===== config.mk =====
export PLATFORM = sky130hd
export DESIGN_NAME = bch_encoder_par
export DESIGN_NICKNAME = d
export VERILOG_FILES = /design/src/rtl/bch_encoder_par.sv
export SDC_FILE = /design/constraint.sdc
export NUM_CORES = 1
export LEC_CHECK = 0
export ABC_AREA = 1
export CAP_MARGIN = 20
export CORE_UTILIZATION = 67
export CTS_CLUSTER_SIZE = 30
export DETAILED_ROUTE_END_ITERATION = 8
export DONT_BUFFER_PORTS = 1
export PLACE_DENSITY = 0.94
export SLEW_MARGIN = 20
export SYNTH_ARGS = -nofsm -noshare
export SYNTH_HDL_FRONTEND = slang
export SYNTH_SLANG_ARGS = --single-unit

===== constraint.sdc =====
create_clock -name clk -period 4.2 [get_ports clk]
set_clock_uncertainty 0.15 [all_clocks]
set_input_delay 0.63 -clock clk [delete_from_list [all_inputs] [get_ports clk]]
set_output_delay 0.63 -clock clk [all_outputs]
set_load 0.02 [all_outputs]

===== src/rtl/bch_encoder_par.sv =====
// rtl/bch_encoder_par.sv - systematic cyclic (BCH-family) encoder, W message bits folded per clock
module bch_encoder_par #(
    parameter int             N        = 63,
    parameter int             K        = 56,
    parameter logic [N-K:0]   GEN_POLY = 8'hC5,
    parameter int             W        = 1
) (
    input  logic         clk,
    input  logic         rst,
    input  logic         in_valid,
    output logic         in_ready,
    input  logic [K-1:0] in_msg,
    output logic         out_valid,
    input  logic         out_ready,
    output logic [N-1:0] out_cw,
    output logic         busy
);

    localparam int P     = N - K;
    localparam int STEPS = K / W;
    localparam int CW    = $clog2(STEPS + 1);
    localparam logic [CW-1:0] LAST = CW'(STEPS - 1);

    if (N <= K) begin : g_bad_nk
        $error("bch_encoder_par: N must exceed K");
    end
    if (K % W != 0) begin : g_bad_w
        $error("bch_encoder_par: K must be a multiple of W");
    end
    if (GEN_POLY[P] != 1'b1 || GEN_POLY[0] != 1'b1) begin : g_bad_poly
        $error("bch_encoder_par: generator must have x^P and x^0 terms");
    end

    typedef enum logic [1:0] {
        IDLE,
        SHIFT,
        DONE
    } state_t;

    state_t          state_q;
    logic [K-1:0]    msg_q;
    logic [K-1:0]    sh_q;
    logic [P-1:0]    parity_q;
    logic [P-1:0]    parity_d;
    logic [CW-1:0]   cnt_q;
    logic            in_ready_q;
    logic            out_valid_q;
    logic            busy_q;
    logic [W-1:0]    chunk;

    // sh_q walks the message MSB-first so the next W bits always sit at the top
    assign chunk = sh_q[K-1 -: W];

    always_comb begin
        parity_d = parity_q;
        for (int i = 0; i < W; i++) begin
            parity_d = (parity_d << 1)
                     ^ ({P{parity_d[P-1] ^ chunk[W-1-i]}} & GEN_POLY[P-1:0]);
        end
    end

    always_ff @(posedge clk) begin
        if (rst) begin
            state_q     <= IDLE;
            msg_q       <= '0;
            sh_q        <= '0;
            parity_q    <= '0;
            cnt_q       <= '0;
            in_ready_q  <= 1'b1;
            out_valid_q <= 1'b0;
            busy_q      <= 1'b0;
        end else begin
            case (state_q)
                IDLE: begin
                    if (in_valid) begin
                        msg_q      <= in_msg;
                        sh_q       <= in_msg;
                        parity_q   <= '0;
                        cnt_q      <= '0;
                        in_ready_q <= 1'b0;
                        busy_q     <= 1'b1;
                        state_q    <= SHIFT;
                    end
                end
                SHIFT: begin
                    parity_q <= parity_d;
                    sh_q     <= sh_q << W;
                    cnt_q    <= cnt_q + CW'(1);
                    if (cnt_q == LAST) begin
                        out_valid_q <= 1'b1;
                        state_q     <= DONE;
                    end
                end
                DONE: begin
                    if (out_ready) begin
                        out_valid_q <= 1'b0;
                        in_ready_q  <= 1'b1;
                        busy_q      <= 1'b0;
                        state_q     <= IDLE;
                    end
                end
                default: begin
                    state_q     <= IDLE;
                    in_ready_q  <= 1'b1;
                    out_valid_q <= 1'b0;
                    busy_q      <= 1'b0;
                end
            endcase
        end
    end

    assign in_ready  = in_ready_q;
    assign out_valid = out_valid_q;
    assign busy      = busy_q;
    assign out_cw    = {msg_q, parity_q};

endmodule


* Word level (Yosys, flattened, before mapping)
Cells that the tools add are included.
** Cells by class
- Reductions and logical operators :: 7
- Equality and inequality tests :: 6
- Add/subtract/negate cells :: 1
- Bitwise logic cells :: 4
- Mux-type cells :: 18
** Operators with widths (number)
- $pmux 56 s2 :: 1
- $mux 56 :: 1
- $pmux 7 s2 :: 1
- $pmux 6 s2 :: 1
- $pmux 1 s3 :: 3
- $reduce_and 3->1 :: 3
- $mux 7 :: 1
- $xor 7x7->7 :: 1
- $add 6x1->6 const B :: 1
- $eq 6x6->1 const B :: 1
- $mux 2 :: 3
- $mux 6 :: 1
- $ne 2x2->1 const B :: 3
- $pmux 2 s3 :: 1
- $mux 1 :: 5
- $reduce_and 2->1 :: 2
- $eq 2x1->1 const B :: 1
- $eq 2x2->1 const B :: 1
- $logic_not 2->1 :: 1
- $not 1->1 :: 2
- $reduce_bool 2->1 :: 1
- $xor 1x1->1 :: 1
** Storage, ports and cells
- Input port bits :: 60
- Output and inout port bits :: 66
- Logic and storage cells :: 44
- Register bits after elaboration :: 130

* Logic depth before layout (Yosys ltp)
Gate-level depths: netlist of the first run.
- Depth in word-level cells :: 3
- Depth in mapped cells :: 9
- Gate-level depth less buffers :: 7

* Worst setup path before layout of the first run
Ideal clock, no wire load.
- Path kind :: input to register
- From :: input port rst
- To :: register sh_q[15]
- Setup time :: 0.128 ns
- Data required time :: 3.922 ns
- Arrival time :: 1.412 ns
- Path slack :: 2.511 ns
- Stages :: 4
- Path buffers :: 3
- Path through :: buf_2 > clkbuf_1 > clkbuf_1 > nor2_1
** RTL lines
- start: declaration :: RTL line 9 : input logic rst,
- end signal: assignment :: RTL line 77 : sh_q <= in_msg;
- end signal: assignment :: RTL line 87 : sh_q <= sh_q << W;
- end: declaration :: RTL line 42 : logic [K-1:0] sh_q;
No word-level cell between the ends.

* Worst setup path in the final report of the first run
- From :: register state_q[1]
- To :: register sh_q[26]
** On the way
- Word-level cells in the longest chain between the ends :: 3
- Elaborated cells on any way between the ends :: 6
- Those cells by class :: eq/ne (2); mux (1); reduce/logical (3)
** RTL lines
- start: declaration :: RTL line 40 : state_t state_q;
- start signal: assignment :: RTL line 64 : state_q <= IDLE;
- start signal: assignment :: RTL line 82 : state_q <= SHIFT;
- start signal: assignment :: RTL line 91 : state_q <= DONE;
- $eq 2x1->1 or $logic_not 2->1 (tied branches) :: RTL line 73 : case (state_q)
- $reduce_bool 2->1 (no source line) or $ne 2x2->1 (tied branches)
- $reduce_and 2->1 (no source line)
Parallel ways exist; a longest one is shown, timed or not.
A chain may end at the register's enable or synchronous reset.

==> results of run 1 <==
## kinds of logic (layout without fill, tap and decap cells)
group | count (synthesis) | in the layout | share of synthesized area (%)
adders and majority gates | 1 | 1 | 0.261
DFF | 130 | 130 | 54.4
AOI/OAI and AO/OA | 132 | 132 | 13.8
buffers and inverters | 49 | 44 | 4.57
and+or+nand+nor | 336 | 336 | 27.0
## Yosys cell counts
master      n  area, um^2
clkbuf_1   19        71.3
inv_2       1        3.75
o21a_1      1        7.51
nand2_1   257         965
buf_1       1        3.75
nor3_1      1        5.00
nor2_1     64         240
or2_2       1        6.26
nand3_1     9        45.0
buf_4       4        30.0
o21ai_0     4        20.0
dfxtp_1   130        2600
nor2_2      1        6.26
inv_1       8        30.0
nand2_2     1        6.26
a21oi_1   127         636
nand4_1     1        6.26
nor2_4      1        11.3
buf_2      16        80.1
ha_1        1        12.5
## metal layers
metal  vias up  part of all wire, %  GRT usage [%]
li1       2041                    -              -
met4         0                  1.9           13.0
met2       151                   51           50.4
met1      1869                   40           31.7
met5         -                    0              0
met3        16                  7.4           8.76
## final cells by class
| class | instances | area share, % |
|---|---|---|
| Sequential cell | 130 | 48.5 |
| Multi-Input combinational cell | 469 | 36.7 |
| Clock buffer | 18 | 7.97 |
| Clock inverter | 13 | 3.45 |
| Tap cell | 96 | 2.24 |
| Inverter | 9 | 0.629 |
| Timing Repair Buffer | 4 | 0.559 |
## state kept, by name, summed over array words and instances, names as in the netlist
name,count
sh_q,56
cnt_q,6
parity_q,7
out_valid,1
state_q,2
busy,1
in_ready,1
msg_q,56
## worst max-delay path, cell delays in order, from the launching register on
cell and delay, ps:
dfxtp_1 410, nor2_1 100, nand2_2 70, inv_2 50, nor2_4 560, buf_4 470, a21oi_1 140, nor2_1 120
## metrics by stage
step                      worst slack, ps  area [um^2]  power, W  instances  hold slack, ps
after floorplan                      2510         4790   0.00161        648             290
after global placement               2010         4760   0.00162        708             292
after detailed placement             1970         4760   0.00163        708             315
after CTS                            2050         5370   0.00313        739            27.9
after global routing                 1850         5370   0.00323        739            19.6
final                                2060         5370   0.00311        739            43.7
## power groups by stage
stage,sequential (W),combinational [W],clock [W]
finish,0.00140,0.000209,0.00150
global route,0.00141,0.000240,0.00158
CTS,0.00140,0.000211,0.00151
detailed placement,0.00143,0.000207,0
global placement,0.00142,0.000195,0
floorplan,0.00141,0.000192,0
## worst max path at each step
stage	from	endpoint	slack [ps]	depth (start not counted)
floorplan	rst	sh_q[15]	2510	4
global placement	in_valid	cnt_q[5]	2010	6
detailed placement	in_valid	cnt_q[2]	1970	6
CTS	state_q[1]	cnt_q[2]	2050	7
global route	state_q[1]	cnt_q[2]	1850	7
finish	state_q[1]	sh_q[26]	2060	7
==> impl_metrics.ini, run 1 <==
[outcome]
status = finished clean

[global_route]
grt_pass1_vias = 3903
track_usage_pct = 28.6
grt_pass1_wl_um = 16600
grt_max_degree = 128
antenna_found_initial = 0
grt_overflow = 0

[place]
dp_hpwl_um = 6220
port-buffer-count = 0
gp_congestion = 0.718

[die]
core_area_um2 = 6830
num_rows = 30
ioPinCount = 126
start_util_pct = 70.1
dieArea_um2 = 7490
die_w_um = 86.5
die_h_um = 86.5

[synthesis]
syn_area_um2 = 4790
syn-num-nets = 709
yosysWarnings = 0
yosysUniqueCellTypes = 20
yosysSeqAreaShare_pct = 54.4
synth-seq-cells = 130
syn-instance-count = 648
syn_avg_cell_area_um2 = 7.39

[critical_path]
criticalPathCategory = flop to flop
r2r_end = sh_q[26]
worstPathArrival_ps = 2430
r2r_start = state_q[1]
cp-start-kind = flop
r2r_slack_ps = 2060
reg2reg_depth = 7
crit_fanout = 35
worstSetupEndpointType = flop
cp.required_ps = 4490

[cts]
cts-hold-fix-buffers = 0
cts_buffer_depth = 2
cts_root_buffer = clkbuf_8
clk_pin_slew_ps = 60
clk_latency_ps = 510
clock-sinks = 130
ctsResizeCount = 0
cts_tree = built
post_cts_buffers = 0
cts_max_level = 4
tritoncts.num_buffers = 17

[detailed_routing]
drt-initial-drc-count = 238
via_per_inst = 5.52
wl_per_cell_um = 13.8
postRouteAntennaNets = 0
wl_um = 10200
firstDrtPassIters = 5
drc = 0
num_vias = 4077

[cells_and_area]
drive_above_1_share_pct = 6.22
regArea_um2 = 2600
layout_common_cells = nand2_1, dfxtp_1, a21oi_1, nor2_1, clkbuf_16
multi_input_area_um2 = 1970
synthToLayoutAreaGrowth_pct = 12.2
layout_commonest_cell = nand2_1
n_fill_cell = 494
final_net_count = 692
antenna_cells = 0
post-route-util_pct = 78.6

[power_and_ir_drop]
powerDensity_nw_per_um2 = 579
p_int_w = 0.00235
comb_power_share_pct = 6.7
p_clk_share_pct = 48.2
p_seq_share_pct = 45.1
p_sw_w = 0.000758
swShare_pct = 24.4
total_leakage_power_nw = 2.27
vdd_drop_max_mv = 0.385

[worst_hold_path]
whs_path_depth = 1
hp-class = primary input to flop
hp-start = rst
hold_end = msg_q[50]

[sta]
relSlewSlack_pct = 51.0
rsz0062_at_grt = false
drv_slew = 0
setup_viol = 0
post-route-period-util_pct = 51.0
setup_tns_ps = 0
period_needed_ps = 2140
tightest_slew_ps = 733
fmax_mhz = 467
final-hold-violation-count = 0

[flow_run]
maxCapViolCount = 0
Note: power is estimated with default switching activity, not from simulation.
==> run 2, diff against run 1 <==
Settings changed: CORE_UTILIZATION 67 to 62, PLACE_DENSITY 0.94 to 0.89.
Clock period 4.2 ns to 2 ns, I/O delays scaled along.
==> run 2 against run 1 <==
The run now ends with hold timing left. Critical path type unchanged. Non-clock buffer count is 7 higher. Die area grew 7.9%. Combinational power is 130% higher. Sequential cell count is the same. Highest routed layer unchanged.
==> impl_metrics.ini, run 2 (synthesized netlist as in run 1, its figures left out) <==
[die]
die_w_um = 89.9
core_area_um2 = 7370
start_util_pct = 65.0
die_h_um = 89.9
dieArea_um2 = 8080
ioPinCount = 126
num_rows = 31

[cells_and_area]
drive_above_1_share_pct = 7.07
layout_common_cells = nand2_1, dfxtp_1, a21oi_1, nor2_1, clkbuf_16
n_fill_cell = 564
regArea_um2 = 2600
layout_commonest_cell = nand2_1
multi_input_area_um2 = 1980
synthToLayoutAreaGrowth_pct = 14.9
finalNonFillerCells = 750
post-route-util_pct = 74.7
top_regs = msg_q: 56 flops, sh_q: 56 flops, parity_q: 7 flops
final_net_count = 699
antenna_cells = 0

[cts]
cts_tree = built
clk_pin_slew_ps = 60
clock-sinks = 130
clk_latency_ps = 510
cts_max_level = 4
tritoncts.num_buffers = 17
cts_buffer_depth = 2
cts_root_buffer = clkbuf_8
cts-hold-fix-buffers = 4

[critical_path]
crit_family = buffers and inverters
cp-start-kind = flop
cp_num_buf_inv = 3
worstPathArrival_ps = 2170
worstSetupEndpointType = flop
critPathMaxStageDelay_ps = 570
crit_fanout = 26
crit_slowest_cell = dlygate4sd3_1
crit_path_cell_trace = inv_1 > nor2_4 > buf_12 > nand2_1 > a21oi_1 > dlygate4sd3_1
r2r_slack_ps = 120
criticalPathCategory = flop to flop
cp.required_ps = 2300

[global_route]
grt_max_degree = 128
track_usage_pct = 27.7
grt_pass1_wl_um = 18100
grt_pass1_vias = 3959
antenna_found_initial = 0
grt_overflow = 0

[place]
dp_hpwl_um = 6530
gp_congestion = 0.819
port-buffer-count = 0
dp.cells = 713

[detailed_routing]
maxUsedRoutingLayer = met4
postRouteAntennaNets = 0
wl_met3_um = 688
wl_met1_um = 4480
wl_um = 11000
num_vias = 4147
drc = 0
drt-initial-drc-count = 246
wl_per_cell_um = 14.7
wl_met2_um = 5620
via_per_inst = 5.53
firstDrtPassIters = 5

[sta]
rsz0062_at_grt = false
period_needed_ps = 1880
setup_viol = 0
tightest_slew_ps = 595
hold-worst-slack_ps = -285
fmax_mhz = 533
drv_slew = 0
final-hold-violation-count = 124
relSlewSlack_pct = 60.3
post-route-period-util_pct = 93.9
setup_tns_ps = 0

[flow_run]
maxCapViolCount = 0

[power_and_ir_drop]
total_leakage_power_nw = 2.33
p_clk_share_pct = 48.1
p_sw_w = 0.00162
vdd_drop_max_mv = 0.804
swShare_pct = 24.6
powerDensity_nw_per_um2 = 1200
p_seq_share_pct = 44.7
p_int_w = 0.00497
comb_power_share_pct = 7.3

[worst_hold_path]
hp-class = primary input to flop

[outcome]
status = finished, violations left
violations = hold timing
run 2: worst reg2reg max path, delay by kind of cell (launching register included):
family          cells  cell delay [ps]
flops               1              370
compound gates      1              140
buf+inv             3              860
simple gates        2              300
run 2: path summary, 6_finish.rpt:
kind / startpoint / to / cells past startpoint
max reg2reg: state_q[0] / state_q[1] / 6
max: state_q[0] / state_q[1] / 6
min: rst / msg_q[46] / 1
min reg2reg: sh_q[41] / sh_q[41] / 2
run 2: power by group through the flow:
stage	registers (W)	logic [W]	clock network, W
global placement	0.00299	0.000437	0
detailed placement	0.00300	0.000460	0
finish	0.00295	0.000479	0.00317
global route	0.00296	0.000546	0.00333
CTS	0.00295	0.000471	0.00320
floorplan	0.00297	0.000403	0
run 2: per-layer routing:
metal	track usage, %	vias up
met3	9.05	19
li1	-	2059
met1	31.8	1936
met2	47.9	133
met5	0	-
met4	10.8	0
run 2: timing repair:
item                       CTS  global route
setup endpoints to repair    0             2
buffers inserted             0             0
resized for setup            0             2
hold endpoints to repair   130           124
run 2: stage by stage:
step                total power [W]  hold slack, ps  cell area [um^2]  worst slack (ps)
finish                      0.00660            -285              5500               123
global route                0.00684            -313              5500              17.6
CTS                         0.00662            -313              5470              65.3
detailed placement          0.00346             230              4810               260
global placement            0.00343             227              4810               450
floorplan                   0.00337             290              4790               566
run 2: layout make-up:
cell class / count / share of cell area, %
sequential: 130 / 47.3
timing repair buffer: 11 / 2.68
multi-input combinational: 469 / 35.9
tap: 99 / 2.25
inverter: 9 / 0.614
clock inverter: 14 / 3.41
clock buffer: 18 / 7.78
==> run 3, diff against run 2 <==
Settings changed: CORE_UTILIZATION 62 to 56, PLACE_DENSITY 0.89 to 0.85, SLEW_MARGIN 20 to 40.
Clock period 2 ns to 1.51 ns, I/O delays scaled along.
==> run 3 against run 2 <==
The run still ends with hold timing left. Combinational power is 34% higher. Fmax grew 34%. Cell count rose by 1.1%. Sequential cell count did not move. Utilization is 7.7 points lower. Critical path depth unchanged. First-iteration DRC count shrank 24%. Count of clock-buffer cells in the layout is 1 higher. Non-clock buffer count increased by 2. Critical path type unchanged. Largest power group unchanged.
==> impl_metrics.ini, run 3 (synthesized netlist as in run 1, its figures left out) <==
[sta]
final-hold-violation-count = 126
tightest_slew_ps = 327
hold-worst-slack_ps = -352
setup_viol = 0
layout_setup_ws_ps = 108
drv_slew = 0
fmax_mhz = 713
setup_tns_ps = 0
post-route-period-util_pct = 92.8
period_needed_ps = 1400
relSlewSlack_pct = 78.2

[place]
placed_area_um2 = 4870
dp_slack_ps = 55.8
gp_congestion = 0.733
port-buffer-count = 0
dp_hpwl_um = 6470

[critical_path]
criticalPathCategory = flop to flop
worstPathArrival_ps = 1650
cp-start-kind = flop
crit_fanout = 34
worstSetupEndpointType = flop
cp.required_ps = 1760

[outcome]
status = finished, violations left
violations = hold timing

[detailed_routing]
wl_um = 10400
postRouteAntennaNets = 0
via_per_inst = 5.39
firstDrtPassIters = 4
wl_per_cell_um = 13.7
drt-initial-drc-count = 186
drc = 0
num_vias = 4087

[die]
start_util_pct = 58.0
core_area_um2 = 8260
num_rows = 33
die_h_um = 94.5
ioPinCount = 126
die_w_um = 94.5
dieArea_um2 = 8920

[cells_and_area]
antenna_cells = 0
drive_above_1_share_pct = 7.66
layout_commonest_cell = nand2_1
finalInstanceArea_um2 = 5530
multi_input_area_um2 = 1980
final_net_count = 701
layout_common_cells = nand2_1, dfxtp_1, a21oi_1, nor2_1, clkbuf_16
top_regs = msg_q: 56 flops, sh_q: 56 flops, parity_q: 7 flops
n_fill_cell = 708
synthToLayoutAreaGrowth_pct = 15.5
regArea_um2 = 2610

[power_and_ir_drop]
p_clk_share_pct = 48.1
vdd_drop_max_mv = 0.964
comb_power_share_pct = 7.3
p_int_w = 0.00661
finalPower_w = 0.00874
p_sw_w = 0.00213
powerDensity_nw_per_um2 = 1580
swShare_pct = 24.4
total_leakage_power_nw = 2.35
p_seq_share_pct = 44.6

[cts]
cts_tree = built
cts_max_level = 4
post_cts_buffers = 0
tritoncts.num_buffers = 17
clock-sinks = 130
clk_pin_slew_ps = 60
cts-hold-fix-buffers = 2
cts_root_buffer = clkbuf_8
clk_latency_ps = 500
cts_buffer_depth = 2

[global_route]
track_usage_pct = 24.5
grt_pass1_wl_um = 17100
antenna_found_initial = 0
grt_overflow = 0
grt_pass1_vias = 3933
grt_max_degree = 128

[flow_run]
maxCapViolCount = 0

[worst_hold_path]
hp-class = primary input to flop
==> run 3: changes by cell type in the layout (fill, tap and decap cells not counted), sizes merged <==
cell	change
buf	+5
dlygate4sd3	-2
clkinvlp	-2
clkinv	+1
==> run 3: final timing paths <==
path | slack [ps] | startpoint | end | cells after the start
setup reg to reg | 110 | state_q[0] | cnt_q[4] | 6
hold / removal | -350 | rst | msg_q[51] | 1
hold reg to reg | 320 | sh_q[0] | sh_q[0] | 2
setup / recovery | 110 | state_q[0] | cnt_q[4] | 6
==> run 3: cell type report <==
type / count / area share, %
inverter: 9 / 0.656
tap: 105 / 2.38
clock inverter: 13 / 3.35
multi-input combinational: 469 / 35.7
sequential: 130 / 47.1
clock buffer: 19 / 7.81
timing repair buffer: 13 / 2.96
==> run 3: stage by stage <==
step | utilization, % | cells | hold WS [ps]
6_report | 67.0 | 758 | -352
5_1_grt | 67.0 | 758 | -383
4_1_cts | 66.7 | 758 | -376
3_5_place_dp | 59.0 | 724 | 154
3_3_place_gp | 59.0 | 724 | 152
2_1_floorplan | - | 648 | 241
==> run 3: per-layer routing <==
metal	track usage, %	routed length [um]	vias up
met1	26.8	4440	1905
li1	-	-	2061
met2	43.4	5180	107
met4	9.85	151	0
met5	0	0	-
met3	8.05	619	14
==> run 3: timing repair <==
action	in CTS	in global routing
resized for setup	0	8
hold endpoints to repair	130	126
setup endpoints to repair	0	60
==> run 3: critical path, stage by stage (launching register included) <==
cell	delay [ps]
dfxtp_1	350
inv_1	80
nor2_4	180
buf_12	210
nand4_1	130
o21ai_1	150
nor2_1	50
==> run 3: power by group through the flow <==
stage                     sequential (W)  combinational [W]  clock [W]
after floorplan                  0.00393           0.000534          0
after global placement           0.00396           0.000602          0
after detailed placement         0.00397           0.000628          0
after CTS                        0.00390           0.000638    0.00426
after global routing             0.00392           0.000737    0.00442
final                            0.00390           0.000642    0.00420
